[config.mk]
export PLATFORM = sky130hd
export DESIGN_NAME = serializer_scheduler_flat
export DESIGN_NICKNAME = d
export VERILOG_FILES = /design/src/rtl/serializer_scheduler_if.sv /design/src/rtl/serializer_scheduler.sv /design/src/flat_wrapper.sv
export SDC_FILE = /design/constraint.sdc
export NUM_CORES = 1
export LEC_CHECK = 0
export ABC_AREA = 1
export CAP_MARGIN = 20
export CORE_MARGIN = 2
export CORE_UTILIZATION = 44
export CTS_BUF_LIST = sky130_fd_sc_hd__clkbuf_8
export DETAILED_ROUTE_END_ITERATION = 10
export PLACE_DENSITY_LB_ADDON = 0.12
export REMOVE_ABC_BUFFERS = 1
export SKIP_LAST_GASP = 1
export SYNTH_ARGS = -nofsm -noshare
export SYNTH_HDL_FRONTEND = slang
export SYNTH_SLANG_ARGS = --single-unit
export TNS_END_PERCENT = 50
[constraint.sdc]
create_clock -name clk -period 3.12 [get_ports clk]
set_input_delay 0.78 -clock clk [delete_from_list [all_inputs] [get_ports clk]]
set_output_delay 0.78 -clock clk [all_outputs]
set_load 0.02 [all_outputs]
[src/rtl/serializer_scheduler_if.sv]
// Handshake/bus bundle between word sources and the serializer scheduler.
//   pause      : hold off new grants (in-flight word completes)
//   req_valid  : per-requester word available
//   req_data   : word i at bits [i*WORD_W +: WORD_W]
//   req_ready  : per-requester accept strobe (combinational)
//   ser_enable : one-cycle serializer load pulse
//   ser_word   : word presented to the serializer
//   grant_id   : requester owning the current slot
//   busy       : scheduler is in a slot (not IDLE)
// Modports: master = requester/transmit-path side, slave = scheduler.
interface serializer_scheduler_if #(
  parameter int NUM_REQ = 2,
  parameter int WORD_W  = 24
);
  localparam int ID_W = (NUM_REQ > 1) ? $clog2(NUM_REQ) : 1;

  logic                      pause;
  logic [NUM_REQ-1:0]        req_valid;
  logic [NUM_REQ*WORD_W-1:0] req_data;
  logic [NUM_REQ-1:0]        req_ready;
  logic                      ser_enable;
  logic [WORD_W-1:0]         ser_word;
  logic [ID_W-1:0]           grant_id;
  logic                      busy;

  modport master (
    output pause, req_valid, req_data,
    input  req_ready, ser_enable, ser_word, grant_id, busy
  );

  modport slave (
    input  pause, req_valid, req_data,
    output req_ready, ser_enable, ser_word, grant_id, busy
  );
endinterface

[src/rtl/serializer_scheduler.sv]
// Round-robin scheduler sharing one WORD_W -> nibble serializer among
// NUM_REQ word sources.
//   clk      : rising-edge clock
//   reset    : asynchronous, active-low reset
//   bus      : serializer_scheduler_if.slave (requests in, serializer out)
//   word_cnt : saturating accept counter, present only when
//              SCHED_WORD_CNT_EN is defined
// Slot: LOAD (1 cycle, ser_enable=1) -> SHIFT (SER_CYCLES) -> GAP
// (GAP_CYCLES, skipped when 0) -> IDLE. Accepts happen only in IDLE, so a
// continuously valid source is served once every 2+SER_CYCLES+GAP_CYCLES
// cycles (slot plus the IDLE cycle carrying the handshake).
module serializer_scheduler #(
  parameter int NUM_REQ    = 2,
  parameter int WORD_W     = 24,
  parameter int SER_CYCLES = 6,
  parameter int GAP_CYCLES = 1
) (
  input logic                   clk,
  input logic                   reset,
  serializer_scheduler_if.slave bus
`ifdef SCHED_WORD_CNT_EN
  ,
  output logic [15:0]           word_cnt
`endif
);
  localparam int ID_W    = (NUM_REQ > 1) ? $clog2(NUM_REQ) : 1;
  localparam int MAX_CNT = (SER_CYCLES > GAP_CYCLES) ? SER_CYCLES : GAP_CYCLES;
  localparam int CNT_W   = (MAX_CNT > 1) ? $clog2(MAX_CNT) : 1;

  typedef enum logic [1:0] {S_IDLE, S_LOAD, S_SHIFT, S_GAP} state_t;

  state_t             state, state_nxt;
  logic [CNT_W-1:0]   cnt, cnt_nxt;
  logic [ID_W-1:0]    ptr, sel, cand;
  logic               any_valid, accept;
  logic [NUM_REQ-1:0] ready;
  logic               ser_enable_q;
  logic [WORD_W-1:0]  ser_word_q;
  logic [ID_W-1:0]    grant_q;
  int                 idx;

  // Rotating priority search starting at ptr. Walking the offsets from the
  // far end lets the nearest valid requester win by being written last.
  always_comb begin
    sel       = '0;
    any_valid = 1'b0;
    idx       = 0;
    cand      = '0;
    for (int k = NUM_REQ - 1; k >= 0; k--) begin
      idx = int'(ptr) + k;
      if (idx >= NUM_REQ) idx = idx - NUM_REQ;
      cand = ID_W'(idx);
      if (bus.req_valid[cand]) begin
        sel       = cand;
        any_valid = 1'b1;
      end
    end
  end

  // Gating with reset keeps req_ready low for the whole time reset is held,
  // not just after the next clock edge.
  assign accept = reset && (state == S_IDLE) && !bus.pause && any_valid;

  always_comb begin
    ready = '0;
    if (accept) ready[sel] = 1'b1;
  end

  always_comb begin
    state_nxt = state;
    cnt_nxt   = cnt;
    case (state)
      S_IDLE: if (accept) state_nxt = S_LOAD;
      S_LOAD: begin
        state_nxt = S_SHIFT;
        cnt_nxt   = CNT_W'(SER_CYCLES - 1);
      end
      S_SHIFT: begin
        if (cnt == '0) begin
          if (GAP_CYCLES > 0) begin
            state_nxt = S_GAP;
            cnt_nxt   = CNT_W'(GAP_CYCLES - 1);
          end else begin
            state_nxt = S_IDLE;
          end
        end else begin
          cnt_nxt = cnt - CNT_W'(1);
        end
      end
      S_GAP: begin
        if (cnt == '0) state_nxt = S_IDLE;
        else           cnt_nxt   = cnt - CNT_W'(1);
      end
      default: state_nxt = S_IDLE;
    endcase
  end

  always_ff @(posedge clk or negedge reset) begin
    if (!reset) begin
      state        <= S_IDLE;
      cnt          <= '0;
      ptr          <= '0;
      ser_enable_q <= 1'b0;
      ser_word_q   <= '0;
      grant_q      <= '0;
    end else begin
      state        <= state_nxt;
      cnt          <= cnt_nxt;
      // High exactly while the FSM sits in LOAD.
      ser_enable_q <= (state_nxt == S_LOAD);
      if (accept) begin
        // Word is captured once and held; the serializer samples it live.
        ser_word_q <= bus.req_data[sel*WORD_W +: WORD_W];
        grant_q    <= sel;
        ptr        <= (sel == ID_W'(NUM_REQ - 1)) ? '0 : sel + ID_W'(1);
      end
    end
  end

`ifdef SCHED_WORD_CNT_EN
  logic [15:0] word_cnt_q;

  always_ff @(posedge clk or negedge reset) begin
    if (!reset)                              word_cnt_q <= '0;
    else if (accept && word_cnt_q != 16'hFFFF) word_cnt_q <= word_cnt_q + 16'd1;
  end

  assign word_cnt = word_cnt_q;
`endif

  assign bus.req_ready  = ready;
  assign bus.ser_enable = ser_enable_q;
  assign bus.ser_word   = ser_word_q;
  assign bus.grant_id   = grant_q;
  assign bus.busy       = (state != S_IDLE);
endmodule

[src/flat_wrapper.sv]
// flat-port wrapper written by rule: the top's interface ports become plain ports
module serializer_scheduler_flat 
#(
  parameter int NUM_REQ    = 2,
  parameter int WORD_W     = 24,
  parameter int SER_CYCLES = 6,
  parameter int GAP_CYCLES = 1
)
  (clk, reset, bus_pause, bus_req_valid, bus_req_data, bus_req_ready, bus_ser_enable, bus_ser_word, bus_grant_id, bus_busy);
  serializer_scheduler_if #(.NUM_REQ(NUM_REQ), .WORD_W(WORD_W)) bus_i ();
  input logic clk;
  input logic reset;
  input wire logic [$bits(bus_i.pause)-1:0] bus_pause;
  input wire logic [$bits(bus_i.req_valid)-1:0] bus_req_valid;
  input wire logic [$bits(bus_i.req_data)-1:0] bus_req_data;
  output wire logic [$bits(bus_i.req_ready)-1:0] bus_req_ready;
  output wire logic [$bits(bus_i.ser_enable)-1:0] bus_ser_enable;
  output wire logic [$bits(bus_i.ser_word)-1:0] bus_ser_word;
  output wire logic [$bits(bus_i.grant_id)-1:0] bus_grant_id;
  output wire logic [$bits(bus_i.busy)-1:0] bus_busy;
  assign bus_i.pause = bus_pause;
  assign bus_i.req_valid = bus_req_valid;
  assign bus_i.req_data = bus_req_data;
  assign bus_req_ready = bus_i.req_ready;
  assign bus_ser_enable = bus_i.ser_enable;
  assign bus_ser_word = bus_i.ser_word;
  assign bus_grant_id = bus_i.grant_id;
  assign bus_busy = bus_i.busy;
  serializer_scheduler #(.NUM_REQ(NUM_REQ), .WORD_W(WORD_W), .SER_CYCLES(SER_CYCLES), .GAP_CYCLES(GAP_CYCLES)) u_core (.clk(clk), .reset(reset), .bus(bus_i));
endmodule
Word-level counts from Yosys, hierarchy flattened
Index checks and enable logic that the tools add are counted.
{"block": "totals", "wordCells": 55, "out_inout_bits": 29, "in_bits": 53, "register_bits": 32}
{"block": "op_classes", "reduce_logical": 10, "n_eq_ne": 5, "add_sub_neg": 5, "n_shift": 1, "n_mul": 1, "mux": 21, "magnitude_cmp": 6}
{"op": "48-bit by 7-bit variable part select with 24-bit output", "count": 1}
{"op": "1-bit 2-to-1 mux", "count": 12}
{"op": "3-bit case mux with 3 select lines", "count": 1}
{"op": "2-bit 2-to-1 mux", "count": 4}
{"op": "2-bit case mux with 4 select lines", "count": 1}
{"op": "1-bit by 2-bit < comparator with 1-bit output, second input constant", "count": 3}
{"op": "3-bit 2-to-1 mux", "count": 2}
{"op": "2-bit by 1-bit == test with 1-bit output, second input constant", "count": 2}
{"op": "2-bit == test, second input constant", "count": 2}
{"op": "1-bit logical AND", "count": 4}
{"op": "3-bit logical NOT", "count": 1}
{"op": "1-bit by 2-bit multiplier with 3-bit output, second input constant", "count": 1}
{"op": "3-bit nonzero test", "count": 1}
{"op": "3-bit by 1-bit subtractor with 3-bit output, second input constant", "count": 1}
{"op": "1-bit by 1-bit adder with 2-bit output, second input constant", "count": 1}
{"op": "1-bit by 2-bit greater-or-equal comparator with 1-bit output, second input constant", "count": 1}
{"op": "2-bit greater-or-equal comparator, second input constant", "count": 1}
{"op": "2-bit logical NOT", "count": 1}
{"op": "2-bit inequality test, second input constant", "count": 1}
{"op": "2-bit AND reduction", "count": 1}
{"op": "2-bit nonzero test", "count": 1}
{"op": "1-bit subtractor, second input constant", "count": 2}
{"op": "1-bit adder, second input constant", "count": 1}
{"op": "1-bit demux with 1-bit select", "count": 1}
{"op": "2 further kinds", "count": 2}

Depth between registers and ports, before layout
{"block": "depth", "word_depth": 12, "ltp_mapped": 9, "ltp_nobuf": 9}

Least setup slack after synthesis
No wires, ideal clock.
{"block": "synth_path", "path_type": "input port to output port", "startpoint": "input port reset", "endpoint": "output port bus_req_ready[0]", "arrival_ps": 1361, "t_required_ps": 2340, "stages": 5, "path_buffers": 1, "path_slack_ps": 979, "cell_sequence": "nand2_1 -> nor2_2 -> nand2_4 -> nor2_4 -> buf_6"}
{"block": "synth_between", "elab_chain_len": 4}
{"element": "start, declared", "line": "flat_wrapper.sv:12", "rtl": "input logic reset;"}
{"element": "1-bit logical AND (3 in series)", "line": "serializer_scheduler.sv:62", "rtl": "assign accept = reset && (state == S_IDLE) && !bus.pause && any_valid;"}
{"element": "2-bit 2-to-1 mux", "line": "serializer_scheduler.sv:66", "rtl": "if (accept) ready[sel] = 1'b1;"}
{"element": "end, declared", "line": "flat_wrapper.sv:16", "rtl": "output wire logic [$bits(bus_i.req_ready)-1:0] bus_req_ready;"}
Every way passes these cells.

Final worst setup path
Ends and elaborated chain as after synthesis.

==> reports/qor.json <==
{
  "sta": {
    "fmaxAchievable_mhz": 350,
    "timing.max_slew.rel_slack": 0.732,
    "finalSetupViolCount": 0,
    "worst_clock_skew_ns": 0.00317,
    "tns_ns": 0,
    "hold_violations": 0,
    "setup_repair_after_global_routing_missed_its_margin": "false",
    "min_period_over_period": 0.916,
    "worst_slew_pin_slew_ns": 0.402,
    "postLayoutSetupSlackWorst_ns": 0.263,
    "finalWorstPathRequiredPeriod_ns": 2.86,
    "finalMaxSlewViolations": 0
  },
  "floorplanning": {
    "die_width_um": 64.3,
    "design.core.area_mm2": 0.00342,
    "design.portCount": 82,
    "floorplan.die.height_um": 64.3,
    "fp.dieArea_mm2": 0.00414,
    "floorplan.initialDensity": 0.468,
    "rows": 21
  },
  "power": {
    "power.density_mw_per_mm2": 883,
    "total_chip_power_mw": 2.23,
    "power_leakage_nw": 1.23,
    "vdd_ir_drop_max_mv": 0.461
  },
  "critical_path": {
    "setup.worst_path.start_class": "primary input",
    "critical_path.max_stage_delay_ns": 0.50,
    "crit_path_end_kind": "output pin",
    "crit_slowest_cell": "clkdlybuf4s50_1",
    "worstSetupPathType": "in2out",
    "crit_arrival_ns": 2.08,
    "cp_max_fo": 31,
    "cpMostUsedCell": "buf_4",
    "cp_data_required_time_ns": 2.34,
    "worst_setup_path_startpoint": "reset",
    "crit_chain": "clkdlybuf4s50_1 > nand2_1 > nor2_2 > nand2_4 > buf_4 > nor2_4 > buf_4",
    "startpoint_of_the_worst_register_to_register_path": "u_core.state[0]$_DFF_PN0_"
  },
  "grt": {
    "pin_count_of_the_biggest_net_entering_global_routing": 33,
    "vias_in_the_first_global_route": 1502,
    "grt_antenna_before_repair": 0,
    "overflow": 0,
    "grt_first_pass_wirelength_um": 6580,
    "globalRouteTotalUtil": 0.210
  },
  "clock_network": {
    "cts_buffer_count": 5,
    "clock_tree_from_tritoncts": "yes",
    "htree_levels": 2,
    "insertion_delay_ns": 0.29,
    "cts_sinks": 32,
    "cts_root_buffer": "clkbuf_8",
    "post_cts_hold_buffer_count": 0,
    "cts_max_path_buffers": 2,
    "clk_transition_reported_paths_ns": 0.06
  },
  "run": {
    "cap_violations": 0
  },
  "yosys": {
    "synthesis.instances": 198,
    "yosys_warnings": 0,
    "synth-seq-area-share": 0.500,
    "yosys.cell_types.count": 18,
    "ys_seq_elements": 32,
    "post_synthesis_area_per_instance_um2": 8.08,
    "post_synth_instance_area_mm2": 0.00160
  },
  "layout": {
    "antenna_cells": 0,
    "area_growth_syn_to_layout_pct": 58.1,
    "layout.cells.most_common": "nand2_1",
    "drive_gt1_frac": 0.0599,
    "final_net_count": 342,
    "layout.cells.non_filler": 330,
    "final_cell_mix": "92 x nand2_1, 79 x clkdlybuf4s50_1, 32 x dfrtp_1, 29 x nand3_1, 16 x inv_1"
  },
  "place": {
    "dpl.cell_count": 322,
    "finalWeightedCongestion": 0.765,
    "io_buffers": 81,
    "post-dp-hpwl_um": 2800,
    "pre_cts_slack_ns": 0.0295
  },
  "detailed_routing": {
    "route.antenna.remaining_nets": 0,
    "detailedRoute.firstPassIterationCount": 4,
    "drcViolationCount": 0,
    "routed_via_density": 4.54,
    "detail_route.iter0.violations": 87,
    "drt-total-wl_um": 3880,
    "detailroute.via_count": 1498,
    "drt-wirelength-per-cell_um": 11.8
  },
  "min_path": {
    "min-delay-start": "u_core.bus.ser_word[21]$_DFFE_PN0P_",
    "worst_hold_class": "reg2reg"
  },
  "outcome": {
    "run_status": "finished, final reports clean"
  }
}
critical path, delay by kind of cell:
kind	cells	cell delay [ns]
buf+inv	3	0.89
simple gates	4	0.39
what timing repair did:
action | 4_1_cts | 5_1_grt
gates resized for setup | 0 | 1
setup endpoints to repair | 0 | 1
setup buffers | 0 | 0
sequential cells by signal, indices dropped and copies added (netlist names):
| register | count |
|---|---|
| u_core.cnt | 3 |
| u_core.bus.ser_enable | 1 |
| u_core.bus.grant_id | 1 |
| u_core.ptr | 1 |
| u_core.bus.ser_word | 24 |
| u_core.state | 2 |
cell families after synthesis:
group,Yosys count,share of synthesized area
and+or+nand+nor,130,0.351
DFF,32,0.500
buffers and inverters,22,0.0719
AOI/OAI and AO/OA,7,0.0242
adders and majority gates,6,0.0469
xor gates and xnor gates,1,0.00547
worst paths after layout:
path                                                            end  slack, ns  cells past startpoint
worst max-delay path                               bus_req_ready[0]       0.26                      7
worst min-delay path            u_core.bus.ser_word[21]$_DFFE_PN0P_       0.49                      2
worst max register to register   u_core.bus.ser_word[4]$_DFFE_PN0P_       1.16                     10
worst min register to register  u_core.bus.ser_word[21]$_DFFE_PN0P_       0.49                      2
max in group asynchronous       u_core.bus.ser_word[11]$_DFFE_PN0P_       1.87                      2
min in group asynchronous                 u_core.cnt[2]$_DFFE_PN0P_       0.95                      2
cell usage after synthesis:
cell / instances / area [um2]
ha_1: 6 / 75.1
nor2_1: 4 / 15.0
nand2_4: 1 / 11.3
nor2_4: 1 / 11.3
nand3b_1: 1 / 7.51
nand3_1: 29 / 145
nand2_1: 92 / 345
o21ai_0: 6 / 30.0
nor2_8: 1 / 20.0
inv_1: 14 / 52.6
inv_2: 1 / 3.75
dfrtp_1: 32 / 801
nor2_2: 1 / 6.26
buf_6: 3 / 33.8
xnor2_1: 1 / 8.76
buf_2: 2 / 10.0
o21ai_2: 1 / 8.76
buf_4: 2 / 15.0
through the flow:
step	hold slack, ns	cell area (um2)	utilization
finish	0.493	2530	0.741
global route	0.525	2530	0.741
CTS	0.497	2530	0.740
detailed placement	0.481	2440	0.714
global placement	0.478	2440	0.714
floorplan	0.484	1540	-
per-layer routing:
layer / track usage / vias to the layer above / share of wire
met2: 0.341 / 51 / 0.47
met3: 0.0827 / 8 / 0.090
met5: 0 / - / 0
met1: 0.248 / 655 / 0.42
li1: - / 784 / -
met4: 0.0878 / 0 / 0.020
area by class of cell:
type / count / area, um2
clock buffers: 6 / 82.6
clock inverters: 2 / 7.51
fillers: 280 / 886
inverters: 15 / 56.3
multi-input cells: 144 / 684
flip-flops and latches: 32 / 801
well taps: 46 / 57.6
repair buffers: 85 / 841
power by group:
group | switching, mW | leakage (nW) | internal, mW
Clock | 0.146 | 0.0538 | 0.173
Combinational | 0.614 | 0.779 | 0.561
Sequential | 0.116 | 0.398 | 0.623
No activity file was read; power rests on OpenSTA's default activity.
